===== config.mk =====
export PLATFORM = sky130hd
export DESIGN_NAME = ps2_keyboard_decoder_flat
export DESIGN_NICKNAME = d
export VERILOG_FILES = /design/src/rtl/ps2_keyboard_decoder_pkg.sv /design/src/rtl/ps2_keyboard_decoder_if.sv /design/src/rtl/ps2_keyboard_decoder_rx_frame.sv /design/src/rtl/ps2_keyboard_decoder.sv /design/src/flat_wrapper.sv
export SDC_FILE = /design/constraint.sdc
export NUM_CORES = 1
export LEC_CHECK = 0
export ABC_AREA = 0
export BUFFER_PORTS_ARGS = -buffer_cell sky130_fd_sc_hd__buf_2
export CORE_UTILIZATION = 65
export DETAILED_ROUTE_END_ITERATION = 16
export HOLD_SLACK_MARGIN = 0.1
export PLACE_DENSITY = 0.84
export SLEW_MARGIN = 10
export SYNTH_ARGS = -nofsm -noshare
export SYNTH_HDL_FRONTEND = slang
export SYNTH_HIERARCHICAL = 1
export SYNTH_SLANG_ARGS = --single-unit

===== constraint.sdc =====
create_clock -name clk -period 5.1 [get_ports clk]
set_clock_uncertainty 0.2 [all_clocks]
set_input_delay 0.255 -clock clk [delete_from_list [all_inputs] [get_ports clk]]
set_output_delay 0.255 -clock clk [all_outputs]
set_load 0.05 [all_outputs]

===== src/rtl/ps2_keyboard_decoder_pkg.sv =====
// Scancode constants, decoder states and shift_state bit positions for the PS/2 set-2 decoder.
// Shared by the frame receiver and the decoder top; no logic of its own.
package ps2_keyboard_decoder_pkg;

  localparam logic [7:0] SC_E0      = 8'hE0;
  localparam logic [7:0] SC_E1      = 8'hE1;
  localparam logic [7:0] SC_F0      = 8'hF0;
  localparam logic [7:0] SC_LSHIFT  = 8'h12;
  localparam logic [7:0] SC_RSHIFT  = 8'h59;
  localparam logic [7:0] SC_CTRL    = 8'h14;
  localparam logic [7:0] SC_ALT     = 8'h11;
  localparam logic [7:0] SC_F7      = 8'h83;
  localparam logic [6:0] KC_F7_REMAP = 7'h02;

  // Bytes that follow E1 in the Pause make sequence.
  localparam logic [2:0] E1_SKIP_BYTES = 3'd7;

  localparam int SS_SHIFT = 3;
  localparam int SS_CTRL  = 2;
  localparam int SS_ALT   = 1;
  localparam int SS_EXT   = 0;

  typedef enum logic [2:0] {
    ST_IDLE   = 3'd0,
    ST_EXT    = 3'd1,
    ST_BRK    = 3'd2,
    ST_EXTBRK = 3'd3,
    ST_SKIP   = 3'd4
  } dec_state_t;

  // Keyboard status/acknowledge bytes that never carry a key.
  function automatic logic is_ignored(input logic [7:0] b);
    return (b == 8'hAA) || (b == 8'hFA) || (b == 8'hEE) ||
           (b == 8'hFE) || (b == 8'h00) || (b == 8'hFF);
  endfunction

endpackage


===== src/rtl/ps2_keyboard_decoder_if.sv =====
// PS/2 pin inputs and the decoded key-event stream; master = decoder, slave = pins/consumer side.
// Events are single-cycle strobes with no backpressure.
interface ps2_keyboard_decoder_if;

  logic       ps2_clk_in;
  logic       ps2_data_in;
  logic       keypress;
  logic [6:0] keycode;
  logic [3:0] shift_state;
  logic       frame_error;

  modport master (
    input  ps2_clk_in,
    input  ps2_data_in,
    output keypress,
    output keycode,
    output shift_state,
    output frame_error
  );

  modport slave (
    output ps2_clk_in,
    output ps2_data_in,
    input  keypress,
    input  keycode,
    input  shift_state,
    input  frame_error
  );

endinterface


===== src/rtl/ps2_keyboard_decoder_rx_frame.sv =====
// PS/2 frame receiver: pin sync, clock glitch filter, 11-bit shifter, framing/parity check, timeout.
// rx_valid/rx_error pulse the cycle after the accepted stop-bit edge; the keyboard cannot be stalled.
module ps2_keyboard_decoder_rx_frame #(
  parameter int SYNC_STAGES    = 2,
  parameter int FILTER_LEN     = 8,
  parameter int TIMEOUT_CYCLES = 50000
) (
  input  logic       clk,
  input  logic       reset,
  input  logic       ps2_clk_in,
  input  logic       ps2_data_in,
  output logic       rx_valid,
  output logic [7:0] rx_byte,
  output logic       rx_error
);

  localparam int FW = $clog2(FILTER_LEN + 1);
  localparam int TW = $clog2(TIMEOUT_CYCLES + 1);

  logic [SYNC_STAGES-1:0] clk_sync;
  logic [SYNC_STAGES-1:0] data_sync;
  logic                   clk_s;
  logic                   data_s;

  logic                   clk_filt;
  logic [FW-1:0]          filt_cnt;
  logic                   fall;
  logic                   data_bit;

  logic [3:0]             bit_cnt;
  logic [7:0]             shreg;
  logic                   par_bit;
  logic [TW-1:0]          idle_cnt;

  assign clk_s  = clk_sync[SYNC_STAGES-1];
  assign data_s = data_sync[SYNC_STAGES-1];

  // Idle PS/2 lines float high, so the synchronizers reset to 1.
  always_ff @(posedge clk) begin
    if (reset) begin
      clk_sync  <= '1;
      data_sync <= '1;
    end else begin
      clk_sync  <= {clk_sync[SYNC_STAGES-2:0], ps2_clk_in};
      data_sync <= {data_sync[SYNC_STAGES-2:0], ps2_data_in};
    end
  end

  // A level change is accepted only after FILTER_LEN consecutive differing samples.
  always_ff @(posedge clk) begin
    if (reset) begin
      clk_filt <= 1'b1;
      filt_cnt <= '0;
      fall     <= 1'b0;
      data_bit <= 1'b1;
    end else begin
      fall <= 1'b0;
      if (clk_s == clk_filt) begin
        filt_cnt <= '0;
      end else if (filt_cnt == FW'(FILTER_LEN - 1)) begin
        clk_filt <= clk_s;
        filt_cnt <= '0;
        fall     <= clk_filt;
        data_bit <= data_s;
      end else begin
        filt_cnt <= filt_cnt + 1'b1;
      end
    end
  end

  always_ff @(posedge clk) begin
    if (reset) begin
      bit_cnt  <= '0;
      shreg    <= '0;
      par_bit  <= 1'b0;
      idle_cnt <= '0;
      rx_valid <= 1'b0;
      rx_byte  <= '0;
      rx_error <= 1'b0;
    end else begin
      rx_valid <= 1'b0;
      rx_error <= 1'b0;
      if (fall) begin
        idle_cnt <= '0;
        case (bit_cnt)
          4'd0: begin
            if (!data_bit) begin
              bit_cnt <= 4'd1;
            end else begin
              rx_error <= 1'b1;
            end
          end
          4'd9: begin
            par_bit <= data_bit;
            bit_cnt <= 4'd10;
          end
          4'd10: begin
            bit_cnt <= '0;
            // Odd parity: data plus parity bit must hold an odd number of ones.
            if (data_bit && (^{shreg, par_bit})) begin
              rx_valid <= 1'b1;
              rx_byte  <= shreg;
            end else begin
              rx_error <= 1'b1;
            end
          end
          default: begin
            shreg   <= {data_bit, shreg[7:1]};
            bit_cnt <= bit_cnt + 4'd1;
          end
        endcase
      end else if (bit_cnt != 4'd0) begin
        if (idle_cnt == TW'(TIMEOUT_CYCLES - 1)) begin
          bit_cnt  <= '0;
          idle_cnt <= '0;
          rx_error <= 1'b1;
        end else begin
          idle_cnt <= idle_cnt + 1'b1;
        end
      end else begin
        idle_cnt <= '0;
      end
    end
  end

endmodule


===== src/rtl/ps2_keyboard_decoder.sv =====
// PS/2 set-2 decoder: strips E0/F0/E1 prefixes, tracks modifiers, one keypress per make; event 1 cycle after byte.
// No backpressure. PS2_REPEAT_FILTER_EN suppresses auto-repeat makes of the currently held key.
module ps2_keyboard_decoder
  import ps2_keyboard_decoder_pkg::*;
#(
  parameter int SYNC_STAGES    = 2,
  parameter int FILTER_LEN     = 8,
  parameter int TIMEOUT_CYCLES = 50000
) (
  input  logic                   clk,
  input  logic                   reset,
  ps2_keyboard_decoder_if.master bus
);

  logic       rx_valid;
  logic [7:0] rx_byte;
  logic       rx_error;

  ps2_keyboard_decoder_rx_frame #(
    .SYNC_STAGES    (SYNC_STAGES),
    .FILTER_LEN     (FILTER_LEN),
    .TIMEOUT_CYCLES (TIMEOUT_CYCLES)
  ) u_rx_frame (
    .clk         (clk),
    .reset       (reset),
    .ps2_clk_in  (bus.ps2_clk_in),
    .ps2_data_in (bus.ps2_data_in),
    .rx_valid    (rx_valid),
    .rx_byte     (rx_byte),
    .rx_error    (rx_error)
  );

  dec_state_t state;
  dec_state_t state_nxt;
  logic [2:0] skip_cnt;
  logic [2:0] skip_nxt;

  logic       byte_ign;
  logic       do_make;
  logic       do_break;
  logic       key_ext;
  logic       hit_lshift;
  logic       hit_rshift;
  logic       hit_lctrl;
  logic       hit_rctrl;
  logic       hit_lalt;
  logic       hit_ralt;
  logic       hit_fake;
  logic       is_mod;
  logic [6:0] key_code;
  logic       emit;

  logic       lshift;
  logic       rshift;
  logic       lctrl;
  logic       rctrl;
  logic       lalt;
  logic       ralt;

  logic       keypress_q;
  logic [6:0] keycode_q;
  logic [3:0] shift_state_q;
  logic       frame_error_q;

  assign byte_ign = is_ignored(rx_byte);

  always_ff @(posedge clk) begin
    if (reset) begin
      state    <= ST_IDLE;
      skip_cnt <= '0;
    end else begin
      state    <= state_nxt;
      skip_cnt <= skip_nxt;
    end
  end

  always_comb begin
    state_nxt = state;
    skip_nxt  = skip_cnt;
    if (rx_error) begin
      state_nxt = ST_IDLE;
      skip_nxt  = '0;
    end else if (rx_valid) begin
      case (state)
        ST_SKIP: begin
          // Pause sequence bytes are swallowed whatever their value.
          if (skip_cnt <= 3'd1) begin
            state_nxt = ST_IDLE;
            skip_nxt  = '0;
          end else begin
            skip_nxt = skip_cnt - 3'd1;
          end
        end
        ST_IDLE: begin
          if (!byte_ign) begin
            if (rx_byte == SC_E0) begin
              state_nxt = ST_EXT;
            end else if (rx_byte == SC_F0) begin
              state_nxt = ST_BRK;
            end else if (rx_byte == SC_E1) begin
              state_nxt = ST_SKIP;
              skip_nxt  = E1_SKIP_BYTES;
            end else begin
              state_nxt = ST_IDLE;
            end
          end
        end
        ST_EXT: begin
          if (!byte_ign) begin
            state_nxt = (rx_byte == SC_F0) ? ST_EXTBRK : ST_IDLE;
          end
        end
        ST_BRK, ST_EXTBRK: begin
          if (!byte_ign) begin
            state_nxt = ST_IDLE;
          end
        end
        default: state_nxt = ST_IDLE;
      endcase
    end
  end

  always_comb begin
    do_make  = 1'b0;
    do_break = 1'b0;
    key_ext  = 1'b0;
    if (rx_valid && !rx_error && !byte_ign) begin
      case (state)
        ST_IDLE: do_make = (rx_byte != SC_E0) && (rx_byte != SC_F0) && (rx_byte != SC_E1);
        ST_EXT: begin
          do_make = (rx_byte != SC_F0);
          key_ext = 1'b1;
        end
        ST_BRK: do_break = 1'b1;
        ST_EXTBRK: begin
          do_break = 1'b1;
          key_ext  = 1'b1;
        end
        default: ;
      endcase
    end
    hit_lshift = !key_ext && (rx_byte == SC_LSHIFT);
    hit_rshift = !key_ext && (rx_byte == SC_RSHIFT);
    hit_lctrl  = !key_ext && (rx_byte == SC_CTRL);
    hit_rctrl  =  key_ext && (rx_byte == SC_CTRL);
    hit_lalt   = !key_ext && (rx_byte == SC_ALT);
    hit_ralt   =  key_ext && (rx_byte == SC_ALT);
    // E0 12 / E0 59 are synthetic shifts sent around extended keys.
    hit_fake   =  key_ext && ((rx_byte == SC_LSHIFT) || (rx_byte == SC_RSHIFT));
    is_mod     = hit_lshift | hit_rshift | hit_lctrl | hit_rctrl | hit_lalt | hit_ralt | hit_fake;
    key_code   = (rx_byte == SC_F7) ? KC_F7_REMAP : rx_byte[6:0];
  end

`ifdef PS2_REPEAT_FILTER_EN
  logic       hold_vld;
  logic [7:0] hold_key;
  logic       hold_match;

  assign hold_match = hold_vld && (hold_key == {key_ext, key_code});
  assign emit       = do_make && !is_mod && !hold_match;

  always_ff @(posedge clk) begin
    if (reset) begin
      hold_vld <= 1'b0;
      hold_key <= '0;
    end else if (emit) begin
      hold_vld <= 1'b1;
      hold_key <= {key_ext, key_code};
    end else if (do_break && !is_mod && hold_match) begin
      hold_vld <= 1'b0;
    end
  end
`else
  assign emit = do_make && !is_mod;
`endif

  always_ff @(posedge clk) begin
    if (reset) begin
      lshift        <= 1'b0;
      rshift        <= 1'b0;
      lctrl         <= 1'b0;
      rctrl         <= 1'b0;
      lalt          <= 1'b0;
      ralt          <= 1'b0;
      keypress_q    <= 1'b0;
      keycode_q     <= '0;
      shift_state_q <= '0;
      frame_error_q <= 1'b0;
    end else begin
      keypress_q    <= 1'b0;
      frame_error_q <= rx_error;
      if (do_make || do_break) begin
        if (hit_lshift) lshift <= do_make;
        if (hit_rshift) rshift <= do_make;
        if (hit_lctrl)  lctrl  <= do_make;
        if (hit_rctrl)  rctrl  <= do_make;
        if (hit_lalt)   lalt   <= do_make;
        if (hit_ralt)   ralt   <= do_make;
      end
      if (emit) begin
        keypress_q                <= 1'b1;
        keycode_q                 <= key_code;
        shift_state_q[SS_SHIFT]   <= lshift | rshift;
        shift_state_q[SS_CTRL]    <= lctrl | rctrl;
        shift_state_q[SS_ALT]     <= lalt | ralt;
        shift_state_q[SS_EXT]     <= key_ext;
      end
    end
  end

  assign bus.keypress    = keypress_q;
  assign bus.keycode     = keycode_q;
  assign bus.shift_state = shift_state_q;
  assign bus.frame_error = frame_error_q;

endmodule


===== src/flat_wrapper.sv =====
// flat-port wrapper written by rule: the top's interface ports become plain ports
module ps2_keyboard_decoder_flat import ps2_keyboard_decoder_pkg::*;
#(
  parameter int SYNC_STAGES    = 2,
  parameter int FILTER_LEN     = 8,
  parameter int TIMEOUT_CYCLES = 50000
)
  (clk, reset, bus_ps2_clk_in, bus_ps2_data_in, bus_keypress, bus_keycode, bus_shift_state, bus_frame_error);
  ps2_keyboard_decoder_if bus_i ();
  input  logic clk;
  input  logic reset;
  input wire logic [$bits(bus_i.ps2_clk_in)-1:0] bus_ps2_clk_in;
  input wire logic [$bits(bus_i.ps2_data_in)-1:0] bus_ps2_data_in;
  output wire logic [$bits(bus_i.keypress)-1:0] bus_keypress;
  output wire logic [$bits(bus_i.keycode)-1:0] bus_keycode;
  output wire logic [$bits(bus_i.shift_state)-1:0] bus_shift_state;
  output wire logic [$bits(bus_i.frame_error)-1:0] bus_frame_error;
  assign bus_i.ps2_clk_in = bus_ps2_clk_in;
  assign bus_i.ps2_data_in = bus_ps2_data_in;
  assign bus_keypress = bus_i.keypress;
  assign bus_keycode = bus_i.keycode;
  assign bus_shift_state = bus_i.shift_state;
  assign bus_frame_error = bus_i.frame_error;
  ps2_keyboard_decoder #(.SYNC_STAGES(SYNC_STAGES), .FILTER_LEN(FILTER_LEN), .TIMEOUT_CYCLES(TIMEOUT_CYCLES)) u_core (.clk(clk), .reset(reset), .bus(bus_i));
endmodule

# After elaboration in Yosys (flattened, before gate mapping)
# Index checks and enable logic that the tools add are counted.
[op_classes]
addsub = 4
n_lt_le_gt_ge = 1
eq_ne = 33
mux = 35
bitwise_logic = 15
n_reduce_logical = 53
[op_table]
columns = ["operator", "n"]
rows = [
  ["$eq 8x8->1 const B", 9],
  ["$mux 3", 12],
  ["$eq 8x5->1 const B", 3],
  ["$ne 8x8->1 const B", 3],
  ["$reduce_and 2->1", 9],
  ["$add 16x1->16 const B", 1],
  ["$eq 16x16->1 const B", 1],
  ["$mux 4", 4],
  ["$logic_and 1x1->1", 13],
  ["$mux 1", 12],
  ["$pmux 3 s4", 1],
  ["$pmux 4 s3", 1],
  ["$reduce_or 3->1", 4],
  ["$ne 2x2->1 const B", 5],
  ["$or 1x1->1", 9],
  ["$reduce_xor 9->1", 1],
  ["$add 4x1->4 const B", 2],
  ["$eq 4x4->1 const B", 2],
  ["$eq 8x7->1 const B", 1],
  ["$logic_not 8->1", 1],
  ["$logic_or 1x1->1", 7],
  ["$mux 7", 1],
  ["$eq 3x2->1 const B", 2],
  ["$not 1->1", 6],
  ["other kinds (21)", 31],
]
[word_totals]
ff_bits = 75
in_bits = 4
output_inout_bits = 13

# Depth between registers and ports, before layout
# Gate-level depths: netlist of the first run.
[depth]
word_depth = 20
mapped_depth = 7

# By module
# Netlist of the first run, hierarchy kept.
[by_module_without_submodules]
columns = ["mod", "n_inst", "cells_per_inst", "area_per_inst_um2", "seq_area_each_um2"]
rows = [
  ["ps2_keyboard_decoder_rx_frame", 1, 245, 2324.7, 1001.0],
  ["ps2_keyboard_decoder", 1, 173, 1487.7, 500.5],
]

# Least setup slack after synthesis of the first run
# Ideal clock, no wire load.
[synth_path]
kind = "reg2reg"
startpoint = "register u_core.u_rx_frame.rx_byte[1]"
endpoint = "register u_core.keycode_q[0] (netlist: u_core/bus.keycode[0])"
arrival_time_ns = 1.818
t_required_ns = 4.779
path_slack_ns = 2.961
stages_incl_launch_ff = 6
period_less_slack_ns = 2.139
cell_sequence = "dfxtp_1 -> or2_4 -> or4b_4 -> a31oi_4 -> nor3_4 -> mux2_4"
[synth_between]
elab_chain_cells = 19
word_cells_on_any_way = 44
[synth_rtl]
columns = ["item", "line_no", "text"]
rows = [
  ["start, declared", "ps2_keyboard_decoder_rx_frame.sv:13", "output logic [7:0] rx_byte,"],
  ["start signal, assigned", "ps2_keyboard_decoder_rx_frame.sv:102", "rx_byte <= shreg;"],
  ["$eq 8x8->1", "ps2_keyboard_decoder_pkg.sv:33", "return (b == 8'hAA) || (b == 8'hFA) || (b == 8'hEE) ||"],
  ["$logic_or 1x1->1 (3 in series)", "ps2_keyboard_decoder_pkg.sv:33", ""],
  ["$logic_or 1x1->1 (2 in series)", "ps2_keyboard_decoder_pkg.sv:34", "(b == 8'hFE) || (b == 8'h00) || (b == 8'hFF);"],
  ["$logic_not 1->1", "--", ""],
  ["$logic_and 1x1->1", "ps2_keyboard_decoder.sv:127", "if (rx_valid && !rx_error && !byte_ign) begin"],
  ["$mux 1", "ps2_keyboard_decoder.sv:127", ""],
  ["$logic_not 1->1", "--", ""],
  ["$logic_and 1x1->1, on equally long branches", "ps2_keyboard_decoder.sv:142, ps2_keyboard_decoder.sv:143", ""],
  ["$or 1x1->1 (6 in series)", "ps2_keyboard_decoder.sv:150", "is_mod = hit_lshift | hit_rshift | hit_lctrl | hit_rctrl | hit_lalt | hit_ralt | hit_fake;"],
  ["$logic_not 1->1", "ps2_keyboard_decoder.sv:174", "assign emit = do_make && !is_mod;"],
  ["$logic_and 1x1->1", "ps2_keyboard_decoder.sv:174", ""],
  ["end signal, assigned", "ps2_keyboard_decoder.sv:202", "keycode_q <= key_code;"],
  ["end, declared", "ps2_keyboard_decoder.sv:61", "logic [6:0] keycode_q;"],
]
# Parallel ways exist; a longest one is shown, timed or not.
# A chain may end at the register's enable or synchronous reset.

# Worst setup path after layout of the first run
[layout_path]
startpoint = "register u_core.u_rx_frame.rx_byte[3]"
endpoint = "register u_core.rshift"
[layout_between]
elab_chain_cells = 12
word_cells_on_any_way = 27
[layout_rtl]
columns = ["item", "line_no", "text"]
rows = [
  ["$eq 8x8->1", "ps2_keyboard_decoder_pkg.sv:33", ""],
  ["$logic_or 1x1->1 (3 in series)", "ps2_keyboard_decoder_pkg.sv:33", ""],
  ["$logic_or 1x1->1 (2 in series)", "ps2_keyboard_decoder_pkg.sv:34", ""],
  ["$logic_not 1->1", "--", ""],
  ["$logic_and 1x1->1", "ps2_keyboard_decoder.sv:127", ""],
  ["$mux 1", "ps2_keyboard_decoder.sv:127", ""],
  ["$logic_not 1->1", "ps2_keyboard_decoder.sv:143", "hit_rshift = !key_ext && (rx_byte == SC_RSHIFT);"],
  ["$logic_and 1x1->1", "ps2_keyboard_decoder.sv:143", ""],
  ["$reduce_and 2->1 (no line)", "--", ""],
  ["end signal, assigned", "ps2_keyboard_decoder.sv:194", "if (hit_rshift) rshift <= do_make;"],
  ["end, declared", "ps2_keyboard_decoder.sv:54", "logic rshift;"],
]
# Parallel ways exist; a longest one is shown, timed or not.

==> out/qor.csv, run 1 <==
stage,metric,value,unit
logic_synthesis,ys_types,69,
logic_synthesis,yosys_warnings,6,
global_route,grt_max_degree,66,
clocking,numCtsBuffers,9,
clocking,cts.sinks,75,
global_route,grt_pass1_vias,2830,
floorplanning,fp.coreArea,0.00557,sq mm
critical_path,reg2regPathDepth,5,
route,firstDrtPassIters,5,
logic_synthesis,syn-cell-area,0.00381,sq mm
logic_synthesis,yosysTopAreaCell,dfxtp_1,
global_route,use_met2,0.454,
logic_synthesis,synthTopCellsByArea,"dfxtp_1, mux2i_1, nor2_1",
pwr,vdd_drop_max,0.284,mV
critical_path,crit_type,reg2reg,
final_layout,regArea,0.00150,sq mm
route,routedWlPerCell,15.3,um
logic_synthesis,ys_ff_latch,75,
placed_design,gp_congestion,1.00,
global_route,met1_usage,0.334,
floorplanning,die_width,78.6,um
global_route,grt_busiest_layer,met2,
pwr,cellPowerDensity,269,mW/mm^2
clocking,clock_latency,0.36,ns
final_layout,syn_to_final_growth,8.47,%
floorplanning,pin_count,17,
logic_synthesis,synthFlopType,dfxtp_1,
global_route,grt_pass1_wl,13000,um
final_layout,layout-drive-gt1-share,0.128,
route,dr_total_vias,3099,
critical_path,cp-end-kind,flop,
clocking,cts_setup_buffers,0,
logic_synthesis,async_flop_share,0,
final_layout,multi_input_area,0.00216,sq mm
sta,setup_slack,2.74,ns
route,drtIter0Drc,326,
sta,fin_setup_tns,0,ns
placed_design,io_buffer_count,16,
placed_design,dp_slack,2.79,ns
route,post_drt_via_cell_ratio,6.19,
final_layout,n_antenna_cell,0,
worst_hold_path,hp-class,reg2reg,
clocking,cts_max_level,3,
sta,layout_min_cycle_time,2.36,ns
clocking,cts_resized,0,
pwr,p_leak,1.50,nW
critical_path,arrival,2.45,ns
critical_path,crit_path_start_kind,flop,
sta,tightest_slew,1.19,ns
global_route,met3_usage,0.0605,
clocking,ctsHoldBuffers,2,
floorplanning,start_util,0.684,
route,wl,7690,um
logic_synthesis,synth_most_common_cell,dfxtp_1,
logic_synthesis,synth_top_area_share,0.394,
global_route,antenna_found_initial,0,
sta,fmax,0.423,GHz
global_route,grt_overflow,0,
final_layout,fin_util,0.742,
global_route,grt_usage,0.271,
logic_synthesis,syn_nets,430,
placed_design,dp_hpwl,5180,um
job,drv_cap,0,
clocking,cts_tree,done,
route,ant_nets,0,
sta,rsz0062_at_grt,no,
route,post-route-drc-count,0,
logic_synthesis,synth-edff-count,0,
final_layout,nFillCells,437,
clocking,root_buffer,clkbuf_8,
logic_synthesis,synth_common_cells,"dfxtp_1, nor2_1, nand2b_1",
run_status,status,finished clean,
floorplanning,rows,27,
critical_path,crit_fanout,11,
logic_synthesis,postSynthCellCount,418,
final_layout,nets,436,
sta,setup_viol,0,
sta,maxSlewHeadroom,0.203,
logic_synthesis,syn_avg_cell_area,9.12,sq um
floorplanning,dieHeight,78.6,um
clocking,cts_buffer_depth,2,
critical_path,cp.required,5.19,ns
logic_synthesis,yosysSeqAreaShare,0.394,
worst_hold_path,hold_depth,1,
sta,finalMaxSlewViolations,0,
sta,fin_crit_sh,0.463,
sta,final_hold_viol_count,0,
floorplanning,die_area,0.00618,sq mm
clocking,clkTransAtPathRegs,0.08,ns
==> power by group <==
group | switching (mW) | total (mW) | internal, mW
Combinational | 0.00896 | 0.0155 | 0.00659
Sequential | 0.000758 | 0.587 | 0.587
Clock | 0.232 | 0.510 | 0.278
==> cell usage in the layout (no fill, tap or decap), drive strengths merged, types with 4 or more instances in the layout <==
cell and count:
dfxtp 75, nor2 49, nand2b 26, mux2i 25, buf 17, nand3 17, xnor2 15, nand4 14
inv 14, nor3 13, a21oi 12, nand2 11, clkbuf 9, o31ai 9, ha 8, nor4 7
xor2 6, o211ai 6, o21ai 6, a31oi 6, or2 6, and3 5, nor3b 5, or3 4
nor2b 4, nand4b 4, nand3b 4
==> registers in the layout, summed over array words and instances (netlist names), 2 cells and up <==
register and count:
u_core/bus.keycode 7, u_core/bus.shift_state 4, u_core/skip_cnt 3, u_core/state 3, u_core/u_rx_frame/bit_cnt 4, u_core/u_rx_frame/clk_sync 2, u_core/u_rx_frame/data_sync 2, u_core/u_rx_frame/filt_cnt 4
u_core/u_rx_frame/idle_cnt 16, u_core/u_rx_frame/rx_byte 8, u_core/u_rx_frame/shreg 8
==> cell families after synthesis <==
family                     Yosys count  share of synthesized area
and+or+nand+nor                    184                      0.277
muxes                               26                     0.0729
DFF                                 75                      0.394
AOI/OAI and AO/OA                   64                      0.125
adders and majority gates            8                     0.0263
xor gates and xnor gates            24                     0.0666
buffers and inverters               37                     0.0391
==> worst max-delay path, stage by stage, from the launching register on <==
cell      delay (ns)
dfxtp_1         0.54
and4bb_2        0.30
a41oi_1         0.30
and3_1          0.41
nand4b_1        0.31
mux2i_1         0.23
==> per-stage QoR <==
stage | instance area [sq um] | hold slack, ns | cells | total power, mW
detailed placement | 3890 | 0.197 | 483 | 0.616
global placement | 3890 | 0.196 | 483 | 0.615
floorplan | 3810 | 0.159 | 418 | 0.612
CTS | 4140 | 0.220 | 501 | 1.12
finish | 4140 | 0.217 | 501 | 1.11
global route | 4140 | 0.232 | 501 | 1.15
==> layout make-up <==
| class | count | area share |
|---|---|---|
| well taps | 72 | 0.0218 |
| repair buffers | 19 | 0.0260 |
| clock inverters | 7 | 0.0245 |
| flip-flops and latches | 75 | 0.363 |
| inverters | 13 | 0.0118 |
| clock buffers | 9 | 0.0300 |
| multi-input cells | 306 | 0.523 |
==> worst paths after layout <==
path                                              from                                       end  slack, ns
min reg2reg   u_core/u_rx_frame/clk_sync[0]$_SDFF_PP1_  u_core/u_rx_frame/clk_sync[1]$_SDFF_PP1_       0.22
min           u_core/u_rx_frame/clk_sync[0]$_SDFF_PP1_  u_core/u_rx_frame/clk_sync[1]$_SDFF_PP1_       0.22
max reg2reg  u_core/u_rx_frame/rx_byte[3]$_SDFFE_PP0P_                u_core/rshift$_SDFFE_PP0P_       2.74
max          u_core/u_rx_frame/rx_byte[3]$_SDFFE_PP0P_                u_core/rshift$_SDFFE_PP0P_       2.74
==> routing by layer <==
metal	routed length [um]	part of all wire
met4	163	0.021
met3	330	0.043
met2	3650	0.47
met1	3540	0.46
met5	0	0
(Power assumes the default switching activity.)
==> run 2: changes to the inputs <==
--- a/config.mk
+++ b/config.mk
@@ -7,10 +7,10 @@
 export LEC_CHECK = 0
 export ABC_AREA = 0
 export BUFFER_PORTS_ARGS = -buffer_cell sky130_fd_sc_hd__buf_2
-export CORE_UTILIZATION = 65
+export CORE_UTILIZATION = 61
 export DETAILED_ROUTE_END_ITERATION = 16
 export HOLD_SLACK_MARGIN = 0.1
-export PLACE_DENSITY = 0.84
+export PLACE_DENSITY = 0.79
 export SLEW_MARGIN = 10
 export SYNTH_ARGS = -nofsm -noshare
 export SYNTH_HDL_FRONTEND = slang
==> constraint.sdc (replaced) <==
create_clock -name clk -period 2.3 [get_ports clk]
set_clock_uncertainty 0.2 [all_clocks]
set_input_delay 0.115 -clock clk [delete_from_list [all_inputs] [get_ports clk]]
set_output_delay 0.115 -clock clk [all_outputs]
set_load 0.05 [all_outputs]
==> run 2 against run 1 <==
Against the previous run: clock power increased by 100%; core utilization down 3.0 points; final cell count is 4.4% higher; sequential power increased by 120%; hold slack better by 0.0079 ns; count of clock-buffer cells in the layout unchanged; highest routed layer unchanged; critical path depth is the same; fmax increased by 9.6%.
==> out/qor.csv, run 2 (synthesized netlist as in run 1, its figures left out) <==
stage,metric,value,unit,change
run_status,status,finished clean,,
pwr,cellPowerDensity,555,mW/mm^2,+110%
global_route,grt_overflow,0,,unchanged
route,met3WireLength,377,um,+14%
route,drtIter0Drc,292,,-10%
sta,layout_min_cycle_time,2.16,ns,-0.208 ns
route,wl_met1,3610,um,+1.8%
placed_design,dp_hpwl,5200,um,+0.32%
sta,final_hold_viol_count,0,,unchanged
sta,fmax,0.464,GHz,+9.6%
clocking,clkTransAtPathRegs,0.08,ns,about the same
placed_design,io_buffer_count,16,,unchanged
clocking,numCtsBuffers,9,,unchanged
route,ant_nets,0,,unchanged
global_route,grt_pass1_vias,2850,,+0.71%
final_layout,largest_reg_flops,16,,unchanged
clocking,cts_max_level,3,,unchanged
route,post-route-drc-count,0,,unchanged
critical_path,slowest_delay,0.44,ns,-0.10 ns
clocking,clock_latency,0.36,ns,about the same
route,firstDrtPassIters,5,,unchanged
critical_path,reg2reg_slack,0.14,ns,-2.59 ns
final_layout,top_regs,"u_core/u_rx_frame/idle_cnt (16), u_core/u_rx_frame/rx_byte (8), u_core/u_rx_frame/shreg (8)",,
final_layout,fin_util,0.712,,-0.0297
sta,maxSlewHeadroom,0.668,,+0.465
floorplanning,fp.coreArea,0.00599,sq mm,+7.5%
global_route,grt_pass1_wl,12900,um,-0.53%
clocking,cts_tree,done,,
critical_path,timing.critical_path.cells,"or3_1, o32a_1, and3_2, nand4b_1, mux2i_1",,
sta,tightest_slew,0.496,ns,-0.698 ns
critical_path,crit_fanout,12,,+1
placed_design,gp_congestion,0.992,,-1.3%
route,wl_met2,3590,um,-1.6%
clocking,cts_buffer_depth,2,,unchanged
worst_hold_path,min-delay-start,u_core/u_rx_frame/data_sync[0]$_SDFF_PP1_,,
final_layout,layout-drive-gt1-share,0.165,,+0.0370
critical_path,cpMaxStageDelayCell,or3_1,,
final_layout,final_cell_mix,"dfxtp_1, nor2_1, nand2b_1, mux2i_1, buf_4",,
critical_path,cp.required,2.33,ns,-2.86 ns
final_layout,regMostFlops,u_core/u_rx_frame/idle_cnt,,
critical_path,reg2reg_to,u_core/rshift$_SDFFE_PP0P_,,
critical_path,arrival,2.19,ns,-0.26 ns
clocking,cts.sinks,75,,unchanged
floorplanning,start_util,0.636,,-0.0476
route,post_drt_via_cell_ratio,6.00,,-3.1%
floorplanning,die_width,81.1,um,+3.1%
clocking,root_buffer,clkbuf_8,,
final_layout,mostFrequentLayoutCell,dfxtp_1,,
route,dr_total_vias,3136,,+1.2%
floorplanning,pin_count,17,,unchanged
sta,fin_crit_sh,0.937,,+0.474
global_route,antenna_found_initial,0,,unchanged
route,wl,7760,um,+1.0%
pwr,p_leak,1.59,nW,+6.1%
global_route,grt_usage,0.256,,-0.0142
final_layout,syn_to_final_growth,11.9,%,
route,routedWlPerCell,14.8,um,-3.2%
route,route.top_layer_used,met4,,
final_layout,fin_area,0.00427,sq mm,+3.2%
critical_path,r2r-start,u_core/u_rx_frame/rx_byte[6]$_SDFFE_PP0P_,,
sta,finalMaxSlewViolations,0,,unchanged
worst_hold_path,min_to,u_core/u_rx_frame/data_sync[1]$_SDFF_PP1_,,
final_layout,nets,455,,+4.4%
pwr,vdd_drop_max,0.409,mV,+44%
worst_hold_path,hold_depth,1,,unchanged
critical_path,crit_type,reg2reg,,
global_route,grt_max_degree,23,,-65%
critical_path,crit_path_start_kind,flop,,
critical_path,cp-end-kind,flop,,
worst_hold_path,hp-class,reg2reg,,
critical_path,reg2regPathDepth,5,,unchanged
floorplanning,dieHeight,81.1,um,+3.1%
sta,setup_viol,0,,unchanged
floorplanning,die_area,0.00657,sq mm,+6.4%
floorplanning,rows,28,,+3.7%
sta,rsz0062_at_grt,no,,
sta,fin_setup_tns,0,ns,unchanged
sta,holdWs,0.225,ns,+0.00789 ns
placed_design,place_area,0.00401,sq mm,+3.2%
final_layout,n_antenna_cell,0,,unchanged
job,drv_cap,0,,unchanged
## run 2: cell count changes in the layout (fill, tap and decap cells not counted), moves of 2 or more
cell	change
buf_4	+16
clkinv_2	+2
clkinvlp_4	-2
dfxtp_1	-2
dfxtp_2	+2
dlygate4sd3_1	+3
## run 2: where the power goes
part           total [mW]  switching [mW]  leakage (nW)  internal, mW
Clock                1.03           0.517         0.104         0.508
Combinational      0.0420          0.0213         0.878        0.0207
Sequential           1.30         0.00152         0.606          1.30
Total                2.37           0.540          1.59          1.83
## run 2: timing repair
item,4_1_cts,5_1_grt
endpoints found under the setup margin,0,7
resized for setup,0,3
hold buffers,5,0
buffers inserted,0,0
endpoints found under the hold margin,11,0
## run 2: per-layer routing
layer / vias to the layer above / track usage
met2: 103 / 0.414
met5: - / 0
met1: 1456 / 0.325
met3: 19 / 0.0562
met4: 0 / 0.118
li1: 1558 / -
## run 2: worst max-delay path: cells and delay by family, from the launching register on
kind               cells  cell delay (ns)
and+or+nand+nor        3             0.95
DFF                    1             0.40
AOI/OAI and AO/OA      1             0.35
muxes                  1             0.12
## run 2: cell type report
type | instances | area (sq um)
fillers | 469 | 1720
clock inverters | 7 | 75.1
well taps | 75 | 93.8
clock buffers | 9 | 124
multi-input cells | 306 | 2160
repair buffers | 38 | 258
inverters | 13 | 48.8
flip-flops and latches | 75 | 1500
## run 2: how the worst max path moves through the flow
stage | startpoint | endpoint | cells past startpoint | slack (ns)
global route | u_core/u_rx_frame/rx_byte[2]$_SDFFE_PP0P_ | u_core/lshift$_SDFFE_PP0P_ | 5 | 0.03
global placement | u_core/u_rx_frame/rx_byte[6]$_SDFFE_PP0P_ | u_core/lshift$_SDFFE_PP0P_ | 5 | 0.18
finish | u_core/u_rx_frame/rx_byte[6]$_SDFFE_PP0P_ | u_core/rshift$_SDFFE_PP0P_ | 5 | 0.14
CTS | u_core/u_rx_frame/rx_byte[6]$_SDFFE_PP0P_ | u_core/rshift$_SDFFE_PP0P_ | 5 | 0.08
floorplan | u_core/u_rx_frame/rx_byte[1]$_SDFFE_PP0P_ | u_core/bus.keycode[0]$_SDFFE_PP0P_ | 5 | 0.16
detailed placement | u_core/u_rx_frame/rx_byte[6]$_SDFFE_PP0P_ | u_core/rshift$_SDFFE_PP0P_ | 5 | 0.10
## run 2: through the flow
| stage | power, mW | setup WS (ns) | cells |
|---|---|---|---|
| global route | 2.45 | 0.0312 | 523 |
| global placement | 1.37 | 0.177 | 502 |
| floorplan | 1.36 | 0.161 | 418 |
| CTS | 2.39 | 0.0822 | 523 |
| detailed placement | 1.37 | 0.102 | 502 |
| finish | 2.37 | 0.144 | 523 |
